**config.mk**
```make
export PLATFORM = sky130hd
export DESIGN_NAME = mux4_rr_select
export DESIGN_NICKNAME = d
export VERILOG_FILES = /design/src/rtl/mux4_rr_select.sv
export SDC_FILE = /design/constraint.sdc
export NUM_CORES = 1
export LEC_CHECK = 0
export CAP_MARGIN = 15
export CORE_MARGIN = 10
export CORE_UTILIZATION = 50
export DETAILED_ROUTE_END_ITERATION = 10
export PLACE_DENSITY = 0.76
export SLEW_MARGIN = 10
export SYNTH_ARGS = -nofsm -noshare
export SYNTH_HDL_FRONTEND = slang
export SYNTH_SLANG_ARGS = --single-unit
```
**constraint.sdc**
```tcl
create_clock -name CK -period 3.5 [get_ports CK]
set_input_delay 0.7 -clock CK [delete_from_list [all_inputs] [get_ports CK]]
set_output_delay 0.7 -clock CK [all_outputs]
set_load 0.02 [all_outputs]
```
**src/rtl/mux4_rr_select.sv**
```systemverilog
// Round-robin select generator for a 4:1 mux: registered select, one-hot grant and valid,
// with a hold limit that force-rotates long grants and flags the rotation on TOUT.
module mux4_rr_select #(
    parameter int unsigned MAX_HOLD = 8
) (
    input  logic       CK,
    input  logic       RN,
    input  logic [3:0] REQ,
    input  logic       DONE,
    output logic [1:0] S,
    output logic [3:0] GNT,
    output logic       VLD,
    output logic       TOUT
);

    localparam int unsigned CntW = $clog2(MAX_HOLD + 1);

    typedef enum logic [0:0] {StIdle, StBusy} state_e;

    state_e          state_q, state_d;
    logic [1:0]      ptr_q, ptr_d;
    logic [CntW-1:0] cnt_q, cnt_d;
    logic [1:0]      s_q, s_d;
    logic [3:0]      gnt_q, gnt_d;
    logic            tout_q, tout_d;

    logic            at_limit;
    logic            rel;
    logic [1:0]      arb_ptr;
    logic            win;
    logic [1:0]      win_idx;

    // Returns {found, index} of the first requester at or after ptr, wrapping mod 4.
    function automatic logic [2:0] rr_pick(input logic [3:0] req, input logic [1:0] ptr);
        logic [1:0] idx;
        rr_pick = 3'b000;
        for (int k = 3; k >= 0; k--) begin
            idx = ptr + 2'(k);
            if (req[idx]) rr_pick = {1'b1, idx};
        end
    endfunction

    always_comb begin
        state_d  = state_q;
        ptr_d    = ptr_q;
        cnt_d    = cnt_q;
        s_d      = s_q;
        gnt_d    = gnt_q;
        tout_d   = 1'b0;
        at_limit = (cnt_q == CntW'(MAX_HOLD));
        rel      = DONE || !REQ[s_q] || at_limit;
        // On release the pointer moves past the grantee first, so it is searched last.
        arb_ptr  = (state_q == StBusy) ? s_q + 2'd1 : ptr_q;
        {win, win_idx} = rr_pick(REQ, arb_ptr);

        unique case (state_q)
            StIdle: begin
                if (win) begin
                    state_d = StBusy;
                    s_d     = win_idx;
                    gnt_d   = 4'b0001 << win_idx;
                    cnt_d   = CntW'(1);
                end
            end
            StBusy: begin
                if (rel) begin
                    ptr_d  = s_q + 2'd1;
                    tout_d = at_limit && !DONE && REQ[s_q];
                    if (win) begin
                        s_d   = win_idx;
                        gnt_d = 4'b0001 << win_idx;
                        cnt_d = CntW'(1);
                    end else begin
                        // S keeps its value so the mux does not switch spuriously.
                        state_d = StIdle;
                        gnt_d   = 4'b0000;
                        cnt_d   = '0;
                    end
                end else begin
                    cnt_d = cnt_q + CntW'(1);
                end
            end
        endcase
    end

    always_ff @(posedge CK or negedge RN) begin
        if (!RN) begin
            state_q <= StIdle;
            ptr_q   <= 2'b00;
            cnt_q   <= '0;
            s_q     <= 2'b00;
            gnt_q   <= 4'b0000;
            tout_q  <= 1'b0;
        end else begin
            state_q <= state_d;
            ptr_q   <= ptr_d;
            cnt_q   <= cnt_d;
            s_q     <= s_d;
            gnt_q   <= gnt_d;
            tout_q  <= tout_d;
        end
    end

    assign S    = s_q;
    assign GNT  = gnt_q;
    assign VLD  = (state_q == StBusy);
    assign TOUT = tout_q;

endmodule

```
# Yosys cells after proc, flatten, opt, wreduce, memory -nomap -nowiden
# Index checks and enable logic that the tools add are counted.
# word_totals
output_inout_bits	8
register_bits	14
wordCells	60
# op_classes
add_sub_neg	5
n_mux	31
n_reduce_logical	8
eq_ne	3
n_shift	1
n_lt_le_gt_ge	5
n_bitwise	1
# ops
operator	count
$mux W4	5
$pmux W4 S2	2
$lt A2 B3 Y1 const B	5
$mux W3	4
$bmux W1 S2	5
$mux W1	10
$mux W2	3
$add A2 B1 Y2 const B	2
$add A2 B2 Y2 const B	2
$add A4 B1 Y4 const B	1
$eq A4 B4 Y1 const B	1
$pmux W2 S2	1
$reduce_and A2 Y1	2
$shl A1 B2 Y4 const A	1
$logic_and A1 B1 Y1	2
$logic_not A1 Y1	2
$logic_or A1 B1 Y1	2
$ne A2 B1 Y1 const B	1
$ne A2 B2 Y1 const B	1
$pmux W1 S2	1
$not A1 Y1	1

# Logic depth before layout (Yosys ltp)
# Gate-level depths: netlist of run 1.
# depth
ltp_word	13
depth_mapped	7
ltp_nobuf	7

# Worst setup path after synthesis of run 1
# Ideal clock, no wire load.
# synth_path
kind	input to register
startpoint	input DONE
endpoint	register gnt_q[1] (netlist: GNT[1])
required_ns	3.378
path_buffers	0
t_arrival_ns	1.583
slack_ns	1.796
setup_ns	0.122
path_stages	4
path_cell_list	nor3b_1 -> a2bb2oi_4 -> o21a_2 -> a32o_1
# synth_via
elab_chain_len	4
# synth_lines
element	line_no	text
from (decl)	9	input logic DONE,
$logic_or A1 B1 Y1 (2 in series)	51	rel = DONE || !REQ[s_q] || at_limit;
$ne A2 B1 Y1 (no line)	-	
$reduce_and A2 Y1 (no line)	-	
to (signal assigned)	99	gnt_q <= gnt_d;
to (decl)	24	logic [3:0] gnt_q, gnt_d;
# Every way passes these cells.
# A chain may end at the register's enable or synchronous reset.

# Worst setup path after layout of run 1
# layout_path
startpoint	register state_q (netlist: VLD)
endpoint	output VLD
# layout_rtl
element	line_no	text
from (decl)	20	state_e state_q, state_d;
from (signal assigned)	88	state_q <= StIdle;
from (signal assigned)	95	state_q <= state_d;
to (decl)	12	output logic VLD,
# No word-level cell between the ends.

==> results of run 1 <==
[power by group]
part | internal [W] | switching [W]
Sequential | 0.000215 | 0.0000676
Clock | 0.0000634 | 0.0000567
Combinational | 0.000210 | 0.000202
[flip-flops by register name, indices dropped and copies added, names as in the netlist]
name,flops
GNT,4
ptr_q,2
TOUT,1
S,2
cnt_q,4
VLD,1
[area by class of cell]
| class | count | share of cell area |
|---|---|---|
| Tap cell | 17 | 0.0203 |
| Multi-Input combinational cell | 64 | 0.460 |
| Inverter | 5 | 0.0179 |
| Sequential cell | 14 | 0.334 |
| Timing Repair Buffer | 14 | 0.133 |
| Clock buffer | 4 | 0.0346 |
[stage by stage]
step                hold WS, ns  power (W)  instances  cell area [um2]
floorplan                 0.404   0.000584         85              875
finish                    0.492   0.000815        118             1050
global route              0.517   0.000876        118             1050
detailed placement        0.476   0.000702        114             1010
global placement          0.473   0.000693        114             1010
CTS                       0.499   0.000823        118             1050
[cell usage after synthesis (all sizes together), types with 2 or more instances]
library cell	instances	area share
a21oi	2	0.011
buf	2	0.026
dfrtp	14	0.40
ha	2	0.029
inv	5	0.021
mux2	4	0.060
mux2i	4	0.054
nand2	10	0.043
nand2b	3	0.030
nor2	6	0.029
nor3	5	0.029
o21ai	7	0.040
o22ai	2	0.014
o31ai	2	0.023
[final timing paths]
kind | slack (ns) | start | to
max in group asynchronous | 2.30 | RN | ptr_q[1]
setup / recovery | 1.20 | VLD | VLD
min in group asynchronous | 0.79 | RN | GNT[0]
hold / removal | 0.49 | GNT[0] | GNT[0]
hold reg to reg | 0.49 | GNT[0] | GNT[0]
setup reg to reg | 1.67 | cnt_q[0] | ptr_q[0]
[routing by layer]
metal / part of all wire / global-route usage
met4: 0.012 / 0.0573
met1: 0.43 / 0.137
met5: 0 / 0
met2: 0.48 / 0.161
met3: 0.075 / 0.0427
[kinds of logic (layout without fill, tap and decap cells)]
family	count (synthesis)	count (layout)
AOI/OAI and AO/OA	23	23
and+or+nand+nor	30	30
DFF	14	14
xor gates and xnor gates	1	1
muxes	8	8
adders and majority gates	2	2
buffers and inverters	7	23
==> implementation parameters, run 1 <==
Parameter                              Value

STA
  Smallest setup slack after layout ... 1.20 ns
  Number of endpoints failing setup at the final stage ... 0
  Pin slew with the least headroom to its limit ... 0.625 ns
  Final Cycle Share ... 0.656
  Final Hold Fails ... 0
  Time the final worst path needs with I/O delays and setup ... 2.30 ns
  Remaining max-slew budget at the tightest pin ... 0.582
  Post-route clock skew ... between 0.006 and 0.007 ns
  Count of pins over their slew limit ... 0
  Unrepaired setup endpoints after global routing ... no
  Fmax ... 435 MHz
  Final total negative setup slack ... 0 ns

Cells and area
  Reg area ... 350 um2
  Fillers ... 147
  Growth of design area from synthesis to finish ... 20.0%
  Most frequent cells in the layout ... sky130_fd_sc_hd__dfrtp_1 (14), sky130_fd_sc_hd__clkdlybuf4s50_1 (14), sky130_fd_sc_hd__nand2_1 (10)
  Multi-input gate area in the final layout ... 483 um2
  Count of inserted antenna diode cells ... 0
  Post-route core utilization ... 0.621
  Fraction of layout cells with a size suffix above 1 ... 0.149
  Number of nets in the finished design ... 111

Synth
  Total of flip-flops plus latches after synthesis ... 14
  Post-Syn Nets ... 94
  Fraction of the mapped netlist area in adder cells ... 0.0286
  Post-synthesis cell type count ... 37
  Total of warnings raised by yosys ... 0
  Dominant combinational cell family by area after synthesis ... compound AO/OA/AOI/OAI gates
  Simple-gate area share of the yosys netlist ... 0.177
  Async S/R FF share, synth ... 1.00
  XOR/XNOR share of the synthesized area ... 0.0186
  Most used DFF post-synth ... sky130_fd_sc_hd__dfrtp_1
  Share of the synthesized area in compound gates (AO/OA/AOI/OAI) ... 0.213
  Netlist area before placement ... between 800 and 900 um2
  Post-synthesis sequential area ratio ... 0.401
  EDFF count, synth ... 0
  Post-synthesis mux area share ... 0.114
  Average footprint of a synthesized cell ... 10.3 um2
  Cells after synthesis ... 85

Drt
  Avg Vias per Cell ... 5.91
  Number of vias after detailed routing ... 697
  First-pass iteration count of the detailed router ... 4
  Mean routed wirelength per cell ... around 16 um
  Total wire length ... approximately 1.9 mm
  Remaining DRCs ... 0
  Antenna Violating Nets Remaining ... 0
  Iter 0 DRT Violations ... 19

Critical path
  Top cell family by delay on the critical path ... buffers and inverters
  Buf+Inv Stages, Crit Path ... 1
  Highest-delay cell along the critical path ... sky130_fd_sc_hd__clkdlybuf4s50_1
  Longest individual stage delay on the worst path ... 0.69 ns
  Data required time at the worst endpoint ... 2.80 ns
  Endpoint type of the worst setup path ... output port
  Arrival time at the worst endpoint ... 1.60 ns
  Sort of element at the start of the critical path ... register
  Largest fanout of any net on the critical path ... 14
  Cell-by-cell trace of the critical path ... clkdlybuf4s50_1
  Class of the most critical setup path ... register to output port
  Length in cells of the worst reg-to-reg path ... 6
  Critical path depth in cells ... 1

Floorplan
  Die Span X ... between 60 and 70 um
  Total die area ... around 3800 um2
  Top-level I/O count ... 15
  Core area ... between 1500 and 2000 um2
  Effective utilization at floorplan ... 0.518
  Chip Height ... 61.8 um
  Rows ... 15

Placed design
  Last weighted congestion value of the routability-driven placer ... 0.785
  Post-Place Worst Slack ... roughly 1.1 ns
  # port buffers ... 14
  DP HPWL ... 1.43 mm

Job
  Number of maximum-capacitance constraint violations ... 0

Global route
  GRT Util Overall ... 0.110
  Pin count of the biggest net entering global routing ... 15
  Total congestion overflow ... 0
  Via count of the first global-routing pass ... 605
  Global-route wire length before repair ... just over 3 mm
  Number of antenna violations at the first check in global routing ... 0

Clock network
  Root Buffer Master ... sky130_fd_sc_hd__clkbuf_4
  Number of sinks driven by the clock tree ... 14
  CTS tree ... yes
  Post-CTS Setup Inserts ... 0
  Clk pin slew, worst setup/hold paths ... 0.09 ns
  Post-CTS sizing ... 0
  Insertion delay to the later sink of the worst-skew pair ... between 0.2 and 0.3 ns
  Count of hold-fix buffers inserted at cts ... 0
  Cts bufs inserted ... 3
  Maximum clock insertion buffer count ... 2
  Total number of H-tree levels ... 1

Hold path
  Worst Hold Class ... register to register
  Worst Hold Path Cells ... 2

Power
  Leakage power ... 0.445 nW
  Pwr per Cell Area ... 776 nW/um2
  Peak VDD IR ... 0.000385 V

Run status
  Result of the run ... completed
Power figures use the tool's default switching activity.
==> run 2, diff against run 1 <==
--- a/config.mk
+++ b/config.mk
@@ -7,9 +7,9 @@
 export LEC_CHECK = 0
 export CAP_MARGIN = 15
 export CORE_MARGIN = 10
-export CORE_UTILIZATION = 50
+export CORE_UTILIZATION = 46
 export DETAILED_ROUTE_END_ITERATION = 10
-export PLACE_DENSITY = 0.76
+export PLACE_DENSITY = 0.74
 export SLEW_MARGIN = 10
 export SYNTH_ARGS = -nofsm -noshare
 export SYNTH_HDL_FRONTEND = slang
==> constraint.sdc (replaced) <==
create_clock -name CK -period 1.95 [get_ports CK]
set_input_delay 0.39 -clock CK [delete_from_list [all_inputs] [get_ports CK]]
set_output_delay 0.39 -clock CK [all_outputs]
set_load 0.02 [all_outputs]
==> implementation parameters, run 2 (synthesized netlist as in run 1, its figures left out) <==
Parameter                              Value

Floorplan
  Total die area ... 4050 um2
  Die Span X ... 63.6 um
  Core area ... between 1500 and 2000 um2
  Rows ... 15
  Effective utilization at floorplan ... 0.496
  Chip Height ... 63.6 um
  Top-level I/O count ... 15

STA
  Pin slew with the least headroom to its limit ... 0.642 ns
  Number of endpoints failing setup at the final stage ... 0
  Post-route clock skew ... 0.000922 ns
  Count of pins over their slew limit ... 0
  Fmax ... 543 MHz
  Unrepaired setup endpoints after global routing ... no
  Time the final worst path needs with I/O delays and setup ... 1.84 ns
  Remaining max-slew budget at the tightest pin ... 0.570
  Smallest setup slack after layout ... 0.108 ns
  Final Cycle Share ... 0.945
  Final Hold Fails ... 0

Critical path
  Data required time at the worst endpoint ... 1.56 ns
  Longest individual stage delay on the worst path ... 0.66 ns
  Sort of element at the start of the critical path ... register
  Endpoint type of the worst setup path ... output port
  Worst-case register-to-register setup slack ... about 0.25 ns
  R2R Path End ... GNT[2]
  Top cell family by delay on the critical path ... buffers and inverters
  Class of the most critical setup path ... register to output port
  Length in cells of the worst reg-to-reg path ... 5
  Buf+Inv Stages, Crit Path ... 1
  Highest-delay cell along the critical path ... sky130_fd_sc_hd__clkdlybuf4s50_1
  Startpoint of the most critical register-to-register path ... S[0]
  Arrival time at the worst endpoint ... 1.45 ns
  Largest fanout of any net on the critical path ... 7
  Cell-by-cell trace of the critical path ... clkdlybuf4s50_1

Clock network
  Number of sinks driven by the clock tree ... 14
  CTS tree ... yes
  Cts bufs inserted ... 3
  Root Buffer Master ... sky130_fd_sc_hd__clkbuf_4
  Total number of H-tree levels ... 1
  Post-CTS Setup Inserts ... 0
  Maximum clock insertion buffer count ... 2
  Insertion delay to the later sink of the worst-skew pair ... 0.28 ns
  Clk pin slew, worst setup/hold paths ... 0.08 ns
  Count of hold-fix buffers inserted at cts ... 0

Global route
  Via count of the first global-routing pass ... 742
  GRT Util Overall ... 0.100
  Total congestion overflow ... 0
  Number of antenna violations at the first check in global routing ... 0
  Pin count of the biggest net entering global routing ... 15
  Global-route wire length before repair ... 3.30 mm

Drt
  First-pass iteration count of the detailed router ... 4
  Antenna Violating Nets Remaining ... 0
  Mean routed wirelength per cell ... 14.4 um
  Iter 0 DRT Violations ... 20
  Number of vias after detailed routing ... 748
  Total wire length ... 1.96 mm
  Avg Vias per Cell ... between 5 and 6
  Remaining DRCs ... 0

Hold path
  Worst Hold Class ... primary input to async pin

Power
  Pwr per Cell Area ... 1330 nW/um2
  Peak VDD IR ... 0.000799 V
  Leakage power ... around 0.5 nW
  Total power draw ... about 0.0015 W

Cells and area
  Number of nets in the finished design ... roughly 120
  Number of standard cells in the layout, taps in and fillers out ... ~140
  Multi-input gate area in the final layout ... 483 um2
  Post-route core utilization ... 0.645
  Most frequent cells in the layout ... sky130_fd_sc_hd__clkdlybuf4s50_1 (14), sky130_fd_sc_hd__dfrtp_1 (12), sky130_fd_sc_hd__nand2_1 (10), sky130_fd_sc_hd__buf_4 (10)
  Growth of design area from synthesis to finish ... 30.0%
  Fillers ... 150
  Fraction of layout cells with a size suffix above 1 ... 0.243
  Reg area ... around 350 um2
  Count of inserted antenna diode cells ... 0
  Commonest non-fill, non-tap cell in the layout ... sky130_fd_sc_hd__clkdlybuf4s50_1

Placed design
  Post-Place Cells ... 132
  Last weighted congestion value of the routability-driven placer ... around 0.75
  DP HPWL ... around 1.5 mm
  # port buffers ... 14
  Post-Place Worst Slack ... -0.155 ns

Run status
  Result of the run ... completed

Job
  Number of maximum-capacitance constraint violations ... 0
[run 2: cell count changes in the layout (fill, tap and decap cells not counted)]
cell	delta
sky130_fd_sc_hd__buf_4	+10
sky130_fd_sc_hd__dfrtp_1	-2
sky130_fd_sc_hd__dfrtp_2	+2
[run 2: worst max path at each step]
stage,startpoint,end,slack (ns),depth (start not counted)
global placement,REQ[2],GNT[0],-0.05,6
global route,S[0],S[0],0.04,1
detailed placement,REQ[2],GNT[0],-0.16,6
finish,S[0],S[0],0.11,1
CTS,S[1],S[1],0.03,1
floorplan,S[1],GNT[1],0.27,6
[run 2: where the power goes]
group / total, W / leakage [nW] / internal, W / switching [W]
Sequential: 0.000514 / 0.172 / 0.000389 / 0.000126
Clock: 0.000208 / 0.0210 / 0.000114 / 0.0000942
Combinational: 0.000792 / 0.301 / 0.000418 / 0.000375
Total: 0.00151 / 0.494 / 0.000920 / 0.000595
[run 2: area by class of cell]
| class | count | area share |
|---|---|---|
| multi-input combinational | 64 | 0.425 |
| clock buffer | 4 | 0.0319 |
| timing repair buffer | 24 | 0.189 |
| tap | 25 | 0.0275 |
| sequential | 14 | 0.310 |
| inverter | 5 | 0.0165 |
[run 2: what timing repair did]
action	4_1_cts	5_1_grt
setup endpoints to repair	1	1
resized for setup	1	1
cloned	0	0
[run 2: per-layer routing]
| layer | global-route usage | wire, um |
|---|---|---|
| met1 | 0.121 | 934 |
| met2 | 0.146 | 886 |
| met3 | 0.0495 | 122 |
| met5 | 0 | 0 |
| met4 | 0.0410 | 12 |
[run 2: through the flow]
step | setup TNS (ns) | instance area, um2 | hold slack (ns)
after floorplan | 0 | 875 | 0.0944
after detailed placement | -0.711 | 1100 | 0.481
final | 0 | 1140 | 0.497
after CTS | 0 | 1140 | 0.505
after global routing | 0 | 1140 | 0.516
after global placement | -0.330 | 1100 | 0.477
